==> src/rtl/serial_arith_pkg.sv <==
// Shared definitions for the digit-serial arithmetic blocks: FSM state
// encoding, digit width and a counter-width helper.
package serial_arith_pkg;

  typedef enum logic [1:0] {
    S_IDLE = 2'd0,
    S_BUSY = 2'd1,
    S_DONE = 2'd2
  } state_t;

  localparam int DIGIT_W = 2;

  // Bits needed to count n digits; never less than one so a single-digit
  // build still has a legal counter vector.
  function automatic int clog2(input int n);
    int r;
    r = 1;
    while ((1 << r) < n) r++;
    return r;
  endfunction

endpackage

==> src/rtl/digit_sub2.sv <==
// One 2-bit digit of subtraction: {bo, d} = a - b - bi, evaluated 3 bits
// wide so the borrow falls out as the top bit.
module digit_sub2
  import serial_arith_pkg::*;
(
  input  logic [DIGIT_W-1:0] a,
  input  logic [DIGIT_W-1:0] b,
  input  logic               bi,
  output logic [DIGIT_W-1:0] d,
  output logic               bo
);

  logic [DIGIT_W:0] full;

  // Zero-extended subtraction; a negative result wraps and sets the top bit.
  always_comb begin
    full = {1'b0, a} - {1'b0, b} - {{DIGIT_W{1'b0}}, bi};
    d    = full[DIGIT_W-1:0];
    bo   = full[DIGIT_W];
  end

endmodule

==> src/rtl/serial_subtractor.sv <==
// Digit-serial subtractor: diff = a - b - bin, one 2-bit digit per clock,
// least-significant digit first, valid/ready handshakes on both sides.
// Optional macro SERIAL_SUBTRACTOR_OVF_EN adds a signed-overflow output ovf.
module serial_subtractor
  import serial_arith_pkg::*;
#(
  parameter int WIDTH = 8
) (
  input  logic             clk,
  input  logic             rst_n,
  input  logic             in_valid,
  output logic             in_ready,
  input  logic [WIDTH-1:0] a,
  input  logic [WIDTH-1:0] b,
  input  logic             bin,
  output logic             out_valid,
  input  logic             out_ready,
  output logic [WIDTH-1:0] diff,
  output logic             bout
`ifdef SERIAL_SUBTRACTOR_OVF_EN
  ,
  output logic             ovf
`endif
);

  localparam int NDIG  = WIDTH / DIGIT_W;
  localparam int CNT_W = clog2(NDIG);
  localparam logic [CNT_W-1:0] LAST_DIG = CNT_W'(NDIG - 1);

  if ((WIDTH < 2) || ((WIDTH % 2) != 0)) begin : g_bad_width
    $error("serial_subtractor: WIDTH must be even and >= 2");
  end

  state_t             state, state_nxt;
  logic [CNT_W-1:0]   cnt;
  logic               borrow;
  logic [WIDTH-1:0]   a_q, b_q;
  logic [CNT_W:0]     idx;
  logic [DIGIT_W-1:0] a_dig, b_dig, d_dig;
  logic               bo_dig;
  logic               accept;

  assign accept = (state == S_IDLE) && in_valid;
  assign idx    = {cnt, 1'b0};
  assign a_dig  = a_q[idx +: DIGIT_W];
  assign b_dig  = b_q[idx +: DIGIT_W];

  // The single digit slice, time-multiplexed over all digits by cnt.
  digit_sub2 u_digit (
    .a  (a_dig),
    .b  (b_dig),
    .bi (borrow),
    .d  (d_dig),
    .bo (bo_dig)
  );

  // State register.
  always_ff @(posedge clk or negedge rst_n) begin
    if (!rst_n) state <= S_IDLE;
    else        state <= state_nxt;
  end

  // Next-state and handshake decode; in_ready/out_valid come straight from state.
  always_comb begin
    state_nxt = state;
    in_ready  = 1'b0;
    out_valid = 1'b0;
    case (state)
      S_IDLE: begin
        in_ready = 1'b1;
        if (in_valid) state_nxt = S_BUSY;
      end
      S_BUSY: begin
        if (cnt == LAST_DIG) state_nxt = S_DONE;
      end
      S_DONE: begin
        out_valid = 1'b1;
        if (out_ready) state_nxt = S_IDLE;
      end
      default: state_nxt = S_IDLE;
    endcase
  end

  // Operands are captured only on accept, so later input changes are ignored.
  always_ff @(posedge clk) begin
    if (accept) begin
      a_q <= a;
      b_q <= b;
    end
  end

`ifdef SERIAL_SUBTRACTOR_OVF_EN
  // Borrow from the digit's low bit into its high bit; on the top digit this
  // is the borrow into the sign bit.
  logic msb_bi;
  assign msb_bi = (~a_dig[0] & b_dig[0]) | (~(a_dig[0] ^ b_dig[0]) & borrow);
`endif

  // Digit counter, running borrow and the result written one digit per cycle.
  always_ff @(posedge clk or negedge rst_n) begin
    if (!rst_n) begin
      cnt    <= '0;
      borrow <= 1'b0;
      diff   <= '0;
      bout   <= 1'b0;
`ifdef SERIAL_SUBTRACTOR_OVF_EN
      ovf    <= 1'b0;
`endif
    end else begin
      case (state)
        S_IDLE: begin
          if (in_valid) begin
            cnt    <= '0;
            borrow <= bin;
            diff   <= '0;
          end
        end
        S_BUSY: begin
          diff[idx +: DIGIT_W] <= d_dig;
          borrow               <= bo_dig;
          cnt                  <= cnt + 1'b1;
          if (cnt == LAST_DIG) begin
            bout <= bo_dig;
`ifdef SERIAL_SUBTRACTOR_OVF_EN
            ovf  <= msb_bi ^ bo_dig;
`endif
          end
        end
        default: ;
      endcase
    end
  end

endmodule

==> config.mk <==
export PLATFORM = sky130hd
export DESIGN_NAME = serial_subtractor
export DESIGN_NICKNAME = d
export VERILOG_FILES = /design/src/rtl/serial_arith_pkg.sv /design/src/rtl/digit_sub2.sv /design/src/rtl/serial_subtractor.sv
export SDC_FILE = /design/constraint.sdc
export NUM_CORES = 1
export LEC_CHECK = 0
export CELL_PAD_IN_SITES_DETAIL_PLACEMENT = 1
export CELL_PAD_IN_SITES_GLOBAL_PLACEMENT = 1
export CORE_MARGIN = 5
export CORE_UTILIZATION = 42
export CTS_CLUSTER_SIZE = 25
export DETAILED_ROUTE_END_ITERATION = 8
export GPL_TIMING_DRIVEN = 0
export PLACE_DENSITY = 0.88
export SYNTH_ARGS = -nofsm -noshare
export SYNTH_HDL_FRONTEND = slang
export SYNTH_SLANG_ARGS = --single-unit
==> constraint.sdc <==
create_clock -name clk -period 4.2 [get_ports clk]
set_input_delay 0.63 -clock clk [delete_from_list [all_inputs] [get_ports clk]]
set_output_delay 0.63 -clock clk [all_outputs]
set_load 0.01 [all_outputs]
==> results of run 1 <==
layout make-up:
class | count | share of cell area (%)
flip-flops and latches | 30 | 47.03
multi-input cells | 52 | 24.36
repair buffers | 31 | 17.56
inverters | 16 | 3.399
well taps | 44 | 3.116
clock buffers | 6 | 2.337
plain buffers | 3 | 1.700
clock inverters | 2 | 0.4958
power breakdown:
| group | switching (W) | internal [W] |
|---|---|---|
| sequential | 0.0000517 | 0.000403 |
| combinational | 0.000306 | 0.000285 |
| clock | 0.0000949 | 0.0000627 |
worst max-delay path, delay by kind of cell (launching register included):
family | cells | cell delay, ps
fa+ha+maj | 2 | 650
mux | 1 | 520
flops | 1 | 410
buf+inv | 3 | 330
compound gates | 1 | 330
state kept, by name, summed over array words and instances, names as in the netlist:
register	count
a_q	8
b_q	8
borrow	1
bout	1
cnt	2
diff	8
state	2
kinds of logic after synthesis:
| logic type | Yosys count | share of synthesized area (%) |
|---|---|---|
| adders and majority gates | 6 | 6.667 |
| DFF | 30 | 61.48 |
| muxes | 5 | 7.500 |
| buffers and inverters | 19 | 6.667 |
| and+or+nand+nor | 23 | 9.444 |
| AOI/OAI and AO/OA | 18 | 8.241 |
through the flow:
step           total power [W]  area [um^2]
2_1_floorplan        0.0008354         1351
3_3_place_gp          0.001011         1717
3_5_place_dp          0.001059         1717
4_1_cts               0.001225         1767
5_1_grt               0.001309         1767
6_report              0.001203         1767
metal layers:
metal | GRT usage, % | wire length [um] | share of wire (%)
met5 | 0 | 0 | 0
met4 | 5.838 | 55 | 1.9
met3 | 6.745 | 226 | 7.7
met2 | 30.57 | 1650 | 56
met1 | 14.61 | 1019 | 35
worst min path at each step:
stage / startpoint / endpoint / cells past startpoint
finish: diff[0]$_DFFE_PN0P_ / diff[0]$_DFFE_PN0P_ / 2
global route: diff[0]$_DFFE_PN0P_ / diff[0]$_DFFE_PN0P_ / 2
CTS: diff[0]$_DFFE_PN0P_ / diff[0]$_DFFE_PN0P_ / 2
detailed placement: diff[0]$_DFFE_PN0P_ / diff[0]$_DFFE_PN0P_ / 2
global placement: bout$_DFFE_PN0P_ / bout$_DFFE_PN0P_ / 1
floorplan: rst_n / borrow$_DFFE_PN0P_ / 0
Yosys cell counts (all sizes together) (2+ instances only):
master  instances  share of area (%)
o22ai           8                3.7
fa              2                3.0
edfxtp         16                 36
nor2            3               0.83
ha              4                3.7
buf             3                2.2
a21oi           6                2.2
nand2           8                2.2
inv            16                4.4
nand3           3                1.1
nand2b          4                1.9
mux4            4                6.7
dfrtp          14                 26
==> impl_metrics.json, run 1 <==
{
  "status": "finished, final reports clean",
  "synth-main-ff-cell": "sky130_fd_sc_hd__edfxtp_1",
  "cell_breakdown_of_the_critical_path": "buf_6 -> mux4_2 -> inv_1 -> fa_1 -> inv_1 -> fa_1 -> a221o_1",
  "fraction_of_layout_instances_using_a_drive_strength_above_1_pct": 11.43,
  "crit_start": "cnt[0]$_DFFE_PN0P_",
  "hold_ws_ps": 525.0,
  "worstRegToRegCells": 7,
  "async_flop_share_pct": 46.67,
  "synth_cells": 101,
  "die-height_um": 66.72,
  "dp_hpwl_um": 2345,
  "reg2reg_from": "cnt[0]$_DFFE_PN0P_",
  "worst_setup_hold_path_clk_slew_ps": 90,
  "tritoncts_clock_tree": "built",
  "yosysWarnings": 0,
  "tns_ps": 0,
  "initial_antenna_violation_count": 0,
  "final_common_cell": "sky130_fd_sc_hd__clkdlybuf4s50_1",
  "layout.cells.most_common_list": "31 x sky130_fd_sc_hd__clkdlybuf4s50_1, 16 x sky130_fd_sc_hd__inv_1, 16 x sky130_fd_sc_hd__edfxtp_1",
  "avgRoutedWirePerCell_um": 16.04,
  "r2r_setup_slack_ps": 1850,
  "cts_root_buf": "sky130_fd_sc_hd__clkbuf_4",
  "synth.distinct_cells": 24,
  "i_o_pin_total": 32,
  "routabilityCongestion": 0.7438,
  "worst_clock_skew_ps": 9.259,
  "n_antenna_cell": 0,
  "multi_input_comb_area_um2": 430.4,
  "setup_repair_bufs_after_cts": 0,
  "numPortBuffers": 31,
  "max_freq_ghz": 0.4256,
  "dp_cells": 176,
  "power_density_nw_per_um2": 681.0,
  "finalCritPeriodShare_pct": 55.95,
  "min-delay-path-class": "reg -> reg",
  "number_of_flops_mapped_to_enable_cells_by_yosys": 16,
  "synth_sequential_area_ratio_pct": 61.48,
  "syn_avg_cell_area_um2": 13.38,
  "grt_setup_unrepaired": "false",
  "post-route-worst-setup-slack_ps": 1850,
  "finalWorstPathRequiredPeriod_ps": 2350,
  "dr_total_vias": 922,
  "dieArea_um2": 4452,
  "critical_path_s_largest_stage_delay_ps": 520,
  "drt_iter0_markers": 52,
  "final_antenna_net_count": 0,
  "area_growth_pct": 30.74,
  "remaining_drc_errors": 0,
  "worst-setup-path-type": "reg -> reg",
  "h-tree-depth": 2,
  "initial_core_util_pct": 43.90,
  "critPathMaxFanout": 9,
  "critical_path.slowest_cell": "sky130_fd_sc_hd__mux4_2",
  "core_um2": 3078,
  "cts-resized-gates": 0,
  "worstPathRequired_ps": 4410,
  "cts_hold_repair.buffers": 0,
  "cap_violations": 0,
  "grt_first_pass_wirelength_um": 5023,
  "rows": 20,
  "critPathArrivalTime_ps": 2550,
  "worst_setup_path_endpoint": "borrow$_DFFE_PN0P_",
  "crit_path_end_kind": "flop",
  "p_leak_nw": 0.7030,
  "final_core_util_pct": 57.40,
  "fp.dieW_um": 66.72,
  "cts_sinks": 30,
  "slew_headroom_pct": 53.46,
  "wl_um": 2951,
  "mappedNetlistNets": 128,
  "first_global_vias": 1083,
  "final_hold_viol_count": 0,
  "grt_remaining_overflow": 0,
  "drt_pass1_iterations": 4,
  "max_slew.worst_pin.slew_ps": 698.1,
  "grt_use_total_pct": 15.94,
  "mappedNetlistArea_um2": 1351,
  "final_max_slew_viol_count": 0,
  "worstReg2RegEnd": "borrow$_DFFE_PN0P_",
  "pre_cts_slack_ps": 1851,
  "clock_tree.buffer_depth": 2,
  "via_density": 5.011,
  "layout.area.seq_um2": 830.8,
  "power.ir.vdd_worst_mv": 0.2802,
  "nets": 166,
  "grt_start_max_net_pins": 17,
  "startpoint_type": "flop",
  "postSynthRegisterBits": 30,
  "layout.cells.non_filler": 184,
  "fillerInstances": 326,
  "clock_latency_ps": 330,
  "setup_violations": 0,
  "numCtsBuffers": 5
}
Power figures use the tool's default switching activity.
==> run 2: changes to the inputs <==
CORE_UTILIZATION = 35   (was 42)
PLACE_DENSITY = 0.79   (was 0.88)
clock period = 2 ns   (was 4.2 ns; I/O delays follow)
==> run 2 against run 1 <==
The flow now finishes with violations (negative setup slack). Worst setup slack lost 2000 ps. Global-route usage shrank 2.8 points. Total power grew 120%. Worst hold slack lost 120 ps. Sequential share of layout area shrank 1.6 points. Critical path depth shrank 1. Routed wire length shrank 2.2%. Utilization shrank 7.8 points. Non-clock buffer count grew 3.
==> impl_metrics.json, run 2 (synthesis results as in run 1) <==
{
  "crit_path_end_kind": "flop",
  "fp.dieW_um": 72.14,
  "biggestRegsByFlops": "a_q: 8 flops, b_q: 8 flops, diff: 8 flops",
  "dp_hpwl_um": 2275,
  "post-route-worst-setup-slack_ps": -115.9,
  "h-tree-depth": 2,
  "dp_cells": 180,
  "max_freq_ghz": 0.4726,
  "fillerInstances": 423,
  "cts_root_buf": "sky130_fd_sc_hd__clkbuf_8",
  "critPathMaxFanout": 4,
  "grt_use_total_pct": 13.10,
  "max_slew.worst_pin.slew_ps": 685.1,
  "tritoncts_clock_tree": "built",
  "grt_start_max_net_pins": 17,
  "grt_first_pass_wirelength_um": 5057,
  "worst_setup_hold_path_clk_slew_ps": 60,
  "cp_num_buf_inv": 2,
  "grt_setup_unrepaired": "true",
  "worstPathRequired_ps": 2200,
  "routabilityCongestion": 0.8377,
  "initial_antenna_violation_count": 0,
  "initial_core_util_pct": 36.64,
  "cts_sinks": 30,
  "cell_breakdown_of_the_critical_path": "buf_6 -> mux4_2 -> fa_2 -> inv_2 -> fa_2 -> o22ai_1",
  "finalCritPeriodShare_pct": 105.8,
  "via_density": 4.832,
  "dieArea_um2": 5203,
  "wl_um": 2885,
  "remaining_drc_errors": 0,
  "setup_violations": 6,
  "startpoint_type": "flop",
  "critical_path.slowest_cell": "sky130_fd_sc_hd__mux4_2",
  "core_um2": 3689,
  "nets": 169,
  "drt_pass1_iterations": 3,
  "worstReg2RegEnd": "diff[1]$_DFFE_PN0P_",
  "fraction_of_layout_instances_using_a_drive_strength_above_1_pct": 16.08,
  "cp.depth": 6,
  "worst-setup-path-type": "reg -> reg",
  "final_antenna_net_count": 0,
  "numCtsBuffers": 5,
  "critical_path.top_delay_family": "adder cells",
  "clock_latency_ps": 280,
  "layout.cells.most_common_list": "31 x sky130_fd_sc_hd__clkdlybuf4s50_1, 16 x sky130_fd_sc_hd__edfxtp_1, 14 x sky130_fd_sc_hd__inv_1, 14 x sky130_fd_sc_hd__dfrtp_1",
  "avgRoutedWirePerCell_um": 15.10,
  "clock_tree.buffer_depth": 2,
  "p_total_w": 0.002694,
  "final_common_cell": "sky130_fd_sc_hd__clkdlybuf4s50_1",
  "worst_setup_path_endpoint": "diff[1]$_DFFE_PN0P_",
  "first_global_vias": 1095,
  "status": "complete, but fails checks",
  "final_hold_viol_count": 0,
  "critical_path.most_common_cell": "sky130_fd_sc_hd__fa_2",
  "grt_remaining_overflow": 0,
  "i_o_pin_total": 32,
  "reg2reg_from": "cnt[0]$_DFFE_PN0P_",
  "die-height_um": 72.14,
  "worst_clock_skew_ps": 6.860,
  "layout.cells.non_filler": 191,
  "cap_violations": 0,
  "critical_path_s_largest_stage_delay_ps": 510,
  "drt_iter0_markers": 20,
  "power_density_nw_per_um2": 1472,
  "critPathArrivalTime_ps": 2320,
  "dr_total_vias": 923,
  "violations": "negative setup slack",
  "slew_headroom_pct": 54.33,
  "final_max_slew_viol_count": 0,
  "p_leak_nw": 0.7270,
  "area_growth_pct": 35.46,
  "min-delay-path-class": "in -> async",
  "worstRegToRegCells": 6,
  "numPortBuffers": 31,
  "power.ir.vdd_worst_mv": 0.6146,
  "r2r_setup_slack_ps": -120,
  "n_antenna_cell": 0,
  "crit_start": "cnt[0]$_DFFE_PN0P_",
  "rows": 22,
  "finalWorstPathRequiredPeriod_ps": 2116,
  "cts-resized-gates": 0
}
## run 2: cell types whose count changed in the layout (fill, tap and decap cells not counted)
cell,previous run,this run
sky130_fd_sc_hd__clkbuf_4,5,0
sky130_fd_sc_hd__clkbuf_8,0,5
sky130_fd_sc_hd__buf_4,1,4
sky130_fd_sc_hd__fa_1,2,0
sky130_fd_sc_hd__fa_2,0,2
sky130_fd_sc_hd__inv_1,16,14
sky130_fd_sc_hd__inv_2,0,2
## run 2: area by class of cell
| cell class | count | area (um^2) | area share [%] |
|---|---|---|---|
| Sequential cell | 30 | 830.8 | 45.39 |
| Multi-Input combinational cell | 52 | 435.4 | 23.79 |
| Timing Repair Buffer | 34 | 332.8 | 18.18 |
| Clock buffer | 6 | 72.57 | 3.964 |
| Inverter | 16 | 60.06 | 3.281 |
| Tap cell | 48 | 60.06 | 3.281 |
| Buffer | 3 | 30.03 | 1.640 |
| Clock inverter | 2 | 8.758 | 0.4785 |
## run 2: report_power, final
group          switching [W]  total [W]  leakage, nW  internal, W
Sequential          0.000102   0.000950        0.333     0.000848
Combinational       0.000641    0.00129        0.351     0.000651
Clock               0.000214   0.000453       0.0426     0.000238
## run 2: through the flow
step / hold slack (ps) / TNS [ps] / utilization [%] / setup WS [ps] / area [um^2]
3_5_place_dp: 509.7 / -1147 / 46.81 / -226.0 / 1727
2_1_floorplan: 4.409 / -217.7 / - / -77.65 / 1356
6_report: 406.9 / -475.1 / 49.63 / -115.9 / 1831
3_3_place_gp: 496.8 / -877.8 / 46.81 / -188.2 / 1727
5_1_grt: 473.8 / -1004 / 49.63 / -199.6 / 1831
4_1_cts: 437.5 / -536.9 / 49.63 / -125.8 / 1831
## run 2: how the worst min path moves through the flow
stage,to,from,slack [ps]
finish,cnt[1]$_DFFE_PN0P_,rst_n,410
global route,cnt[1]$_DFFE_PN0P_,rst_n,470
CTS,cnt[1]$_DFFE_PN0P_,rst_n,440
detailed placement,bout$_DFFE_PN0P_,bout$_DFFE_PN0P_,510
global placement,bout$_DFFE_PN0P_,bout$_DFFE_PN0P_,500
floorplan,borrow$_DFFE_PN0P_,rst_n,4
## run 2: timing repair
item                                    in CTS  in global routing
endpoints found under the setup margin       6                  6
pin swaps                                    0                  1
setup buffers                                3                  0
hold buffers                                 0                  0
## run 2: per-layer routing
metal	global-route usage, %	part of all wire, %	up-vias
met4	5.010	1.8	0
li1	-	-	440
met5	0	0	-
met3	5.402	6.9	7
met1	13.46	36	444
met2	23.56	55	32
==> run 3: changes to the inputs <==
CORE_UTILIZATION = 25   (was 35)
PLACE_DENSITY = 0.63   (was 0.79)
==> run 3 against run 2 <==
The flow still finishes with violations (negative setup slack). Largest cell class unchanged. Maximum frequency grew 0.17%. Critical path depth is the same. Largest power group unchanged. Routed wire length grew 0.38%. Worst hold slack gained 25 ps.
==> impl_metrics.json, run 3 (synthesis results as in run 1) <==
{
  "status": "complete, but fails checks",
  "violations": "negative setup slack",
  "cts_hold_repair.buffers": 0,
  "min-delay-path-class": "in -> async",
  "rows": 26,
  "power.share.switching_pct": 36.18,
  "cellInternalPower_w": 0.001745,
  "p_leak_nw": 0.7248,
  "layout.cells.non_filler": 212,
  "final_common_cell": "sky130_fd_sc_hd__clkdlybuf4s50_1",
  "combinational_share_of_power_pct": 48.5,
  "final_hold_viol_count": 0,
  "grt_setup_unrepaired": "true",
  "fp.dieW_um": 83.52,
  "dp_cells": 202,
  "finalWorstPathRequiredPeriod_ps": 2112,
  "critPathArrivalTime_ps": 2320,
  "i_o_pin_total": 32,
  "finalCritPeriodShare_pct": 105.6,
  "worstPathRequired_ps": 2210,
  "drt_pass1_iterations": 4,
  "routabilityCongestion": 0.7606,
  "clock_latency_ps": 280,
  "initial_core_util_pct": 26.12,
  "post-route-worst-setup-slack_ps": -112.4,
  "pwr-share-seq_pct": 34.6,
  "numPortBuffers": 31,
  "max_slew.worst_pin.slew_ps": 688.4,
  "worst_clock_skew_ps": 5.789,
  "worst_setup_hold_path_clk_slew_ps": 60,
  "slew_headroom_pct": 53.96,
  "power_density_nw_per_um2": 1467,
  "core_um2": 5172,
  "wl_um": 2896,
  "die-height_um": 83.52,
  "initial_antenna_violation_count": 0,
  "n_antenna_cell": 0,
  "clock_tree.buffer_depth": 2,
  "h-tree-depth": 2,
  "power.ir.vdd_worst_mv": 0.4848,
  "hold_ws_ps": 431.5,
  "fraction_of_layout_instances_using_a_drive_strength_above_1_pct": 16.90,
  "worst-setup-path-type": "reg -> reg",
  "dieArea_um2": 6976,
  "biggestRegsByFlops": "a_q: 8 flops, b_q: 8 flops, diff: 8 flops",
  "remaining_drc_errors": 0,
  "numCtsBuffers": 5,
  "switching_power_w": 0.0009890,
  "grt_start_max_net_pins": 17,
  "crit_path_end_kind": "flop",
  "first_global_vias": 1027,
  "dr_total_vias": 904,
  "power_share_of_the_clock_group_pct": 16.9,
  "final_antenna_net_count": 0,
  "grt_first_pass_wirelength_um": 4836,
  "nets": 168,
  "area_growth_pct": 37.87,
  "cts_root_buf": "sky130_fd_sc_hd__clkbuf_8",
  "drt_iter0_markers": 26,
  "layout.cells.most_common_list": "31 x sky130_fd_sc_hd__clkdlybuf4s50_1, 16 x sky130_fd_sc_hd__edfxtp_1, 14 x sky130_fd_sc_hd__inv_1, 14 x sky130_fd_sc_hd__dfrtp_1, 8 x sky130_fd_sc_hd__nand2_1",
  "grt_use_total_pct": 8.861,
  "max_freq_ghz": 0.4734,
  "setup_violations": 5,
  "avgRoutedWirePerCell_um": 13.66,
  "tritoncts_clock_tree": "built",
  "grt_remaining_overflow": 0,
  "dp_hpwl_um": 2198,
  "startpoint_type": "flop",
  "final_max_slew_viol_count": 0,
  "critPathMaxFanout": 4,
  "cap_violations": 0,
  "via_density": 4.264,
  "cts_sinks": 30
}
-- run 3: power by group through the flow --
stage / Sequential [W] / Clock, W / Combinational (W)
4_1_cts: 0.000953 / 0.000479 / 0.00134
3_5_place_dp: 0.000973 / 0 / 0.00128
6_report: 0.000946 / 0.000462 / 0.00133
3_3_place_gp: 0.000956 / 0 / 0.00124
2_1_floorplan: 0.000970 / 0 / 0.000810
5_1_grt: 0.000966 / 0.000507 / 0.00147
-- run 3: per-stage QoR --
| step | power (W) | util, % | TNS [ps] | cell area, um^2 | setup slack (ps) |
|---|---|---|---|---|---|
| 2_1_floorplan | 0.001779 | - | -217.7 | 1356 | -77.65 |
| 3_3_place_gp | 0.002197 | 33.91 | -974.2 | 1754 | -208.7 |
| 5_1_grt | 0.002943 | 36.02 | -894.4 | 1863 | -184.6 |
| 6_report | 0.002734 | 36.02 | -450.5 | 1863 | -112.4 |
| 3_5_place_dp | 0.002248 | 33.91 | -1274 | 1754 | -266.9 |
| 4_1_cts | 0.002776 | 35.90 | -587.2 | 1857 | -126.7 |
-- run 3: layout make-up --
| class | instances | area, um^2 |
|---|---|---|
| clock inverters | 2 | 8.758 |
| plain buffers | 3 | 30.03 |
| fillers | 561 | 3309 |
| multi-input cells | 52 | 447.9 |
| well taps | 70 | 87.58 |
| clock buffers | 6 | 72.57 |
| flip-flops and latches | 30 | 830.8 |
| inverters | 16 | 60.06 |
| repair buffers | 33 | 325.3 |
-- run 3: path summary, 6_finish.rpt --
path / startpoint / endpoint / slack (ps) / cells past startpoint
hold reg to reg: bout$_DFFE_PN0P_ / bout$_DFFE_PN0P_ / 510 / 1
min in group clk: bout$_DFFE_PN0P_ / bout$_DFFE_PN0P_ / 510 / 1
setup reg to reg: cnt[0]$_DFFE_PN0P_ / diff[1]$_DFFE_PN0P_ / -110 / 6
max in group asynchronous: rst_n / cnt[0]$_DFFE_PN0P_ / 1130 / 1
hold / removal: rst_n / diff[0]$_DFFE_PN0P_ / 430 / 1
setup / recovery: cnt[0]$_DFFE_PN0P_ / diff[1]$_DFFE_PN0P_ / -110 / 6
-- run 3: what timing repair did --
| item | in CTS | in global routing |
|---|---|---|
| setup buffers | 2 | 0 |
| setup endpoints to repair | 6 | 6 |
| resized for setup | 1 | 1 |
| pin swaps | 1 | 0 |
-- run 3: metal layers --
metal / GRT usage [%] / wire (um) / vias to the layer above
met5: 0 / 0 / -
met4: 4.386 / 58 / 0
met3: 4.146 / 233 / 5
met2: 13.41 / 1348 / 32
met1: 10.56 / 1256 / 437
li1: - / - / 430
-- run 3: critical path, cell delays in order, from the launching register on --
cell and delay, ps:
sky130_fd_sc_hd__dfrtp_1 360, sky130_fd_sc_hd__buf_6 120, sky130_fd_sc_hd__mux4_2 510, sky130_fd_sc_hd__fa_2 350
sky130_fd_sc_hd__inv_2 60, sky130_fd_sc_hd__fa_2 480, sky130_fd_sc_hd__o22ai_2 160
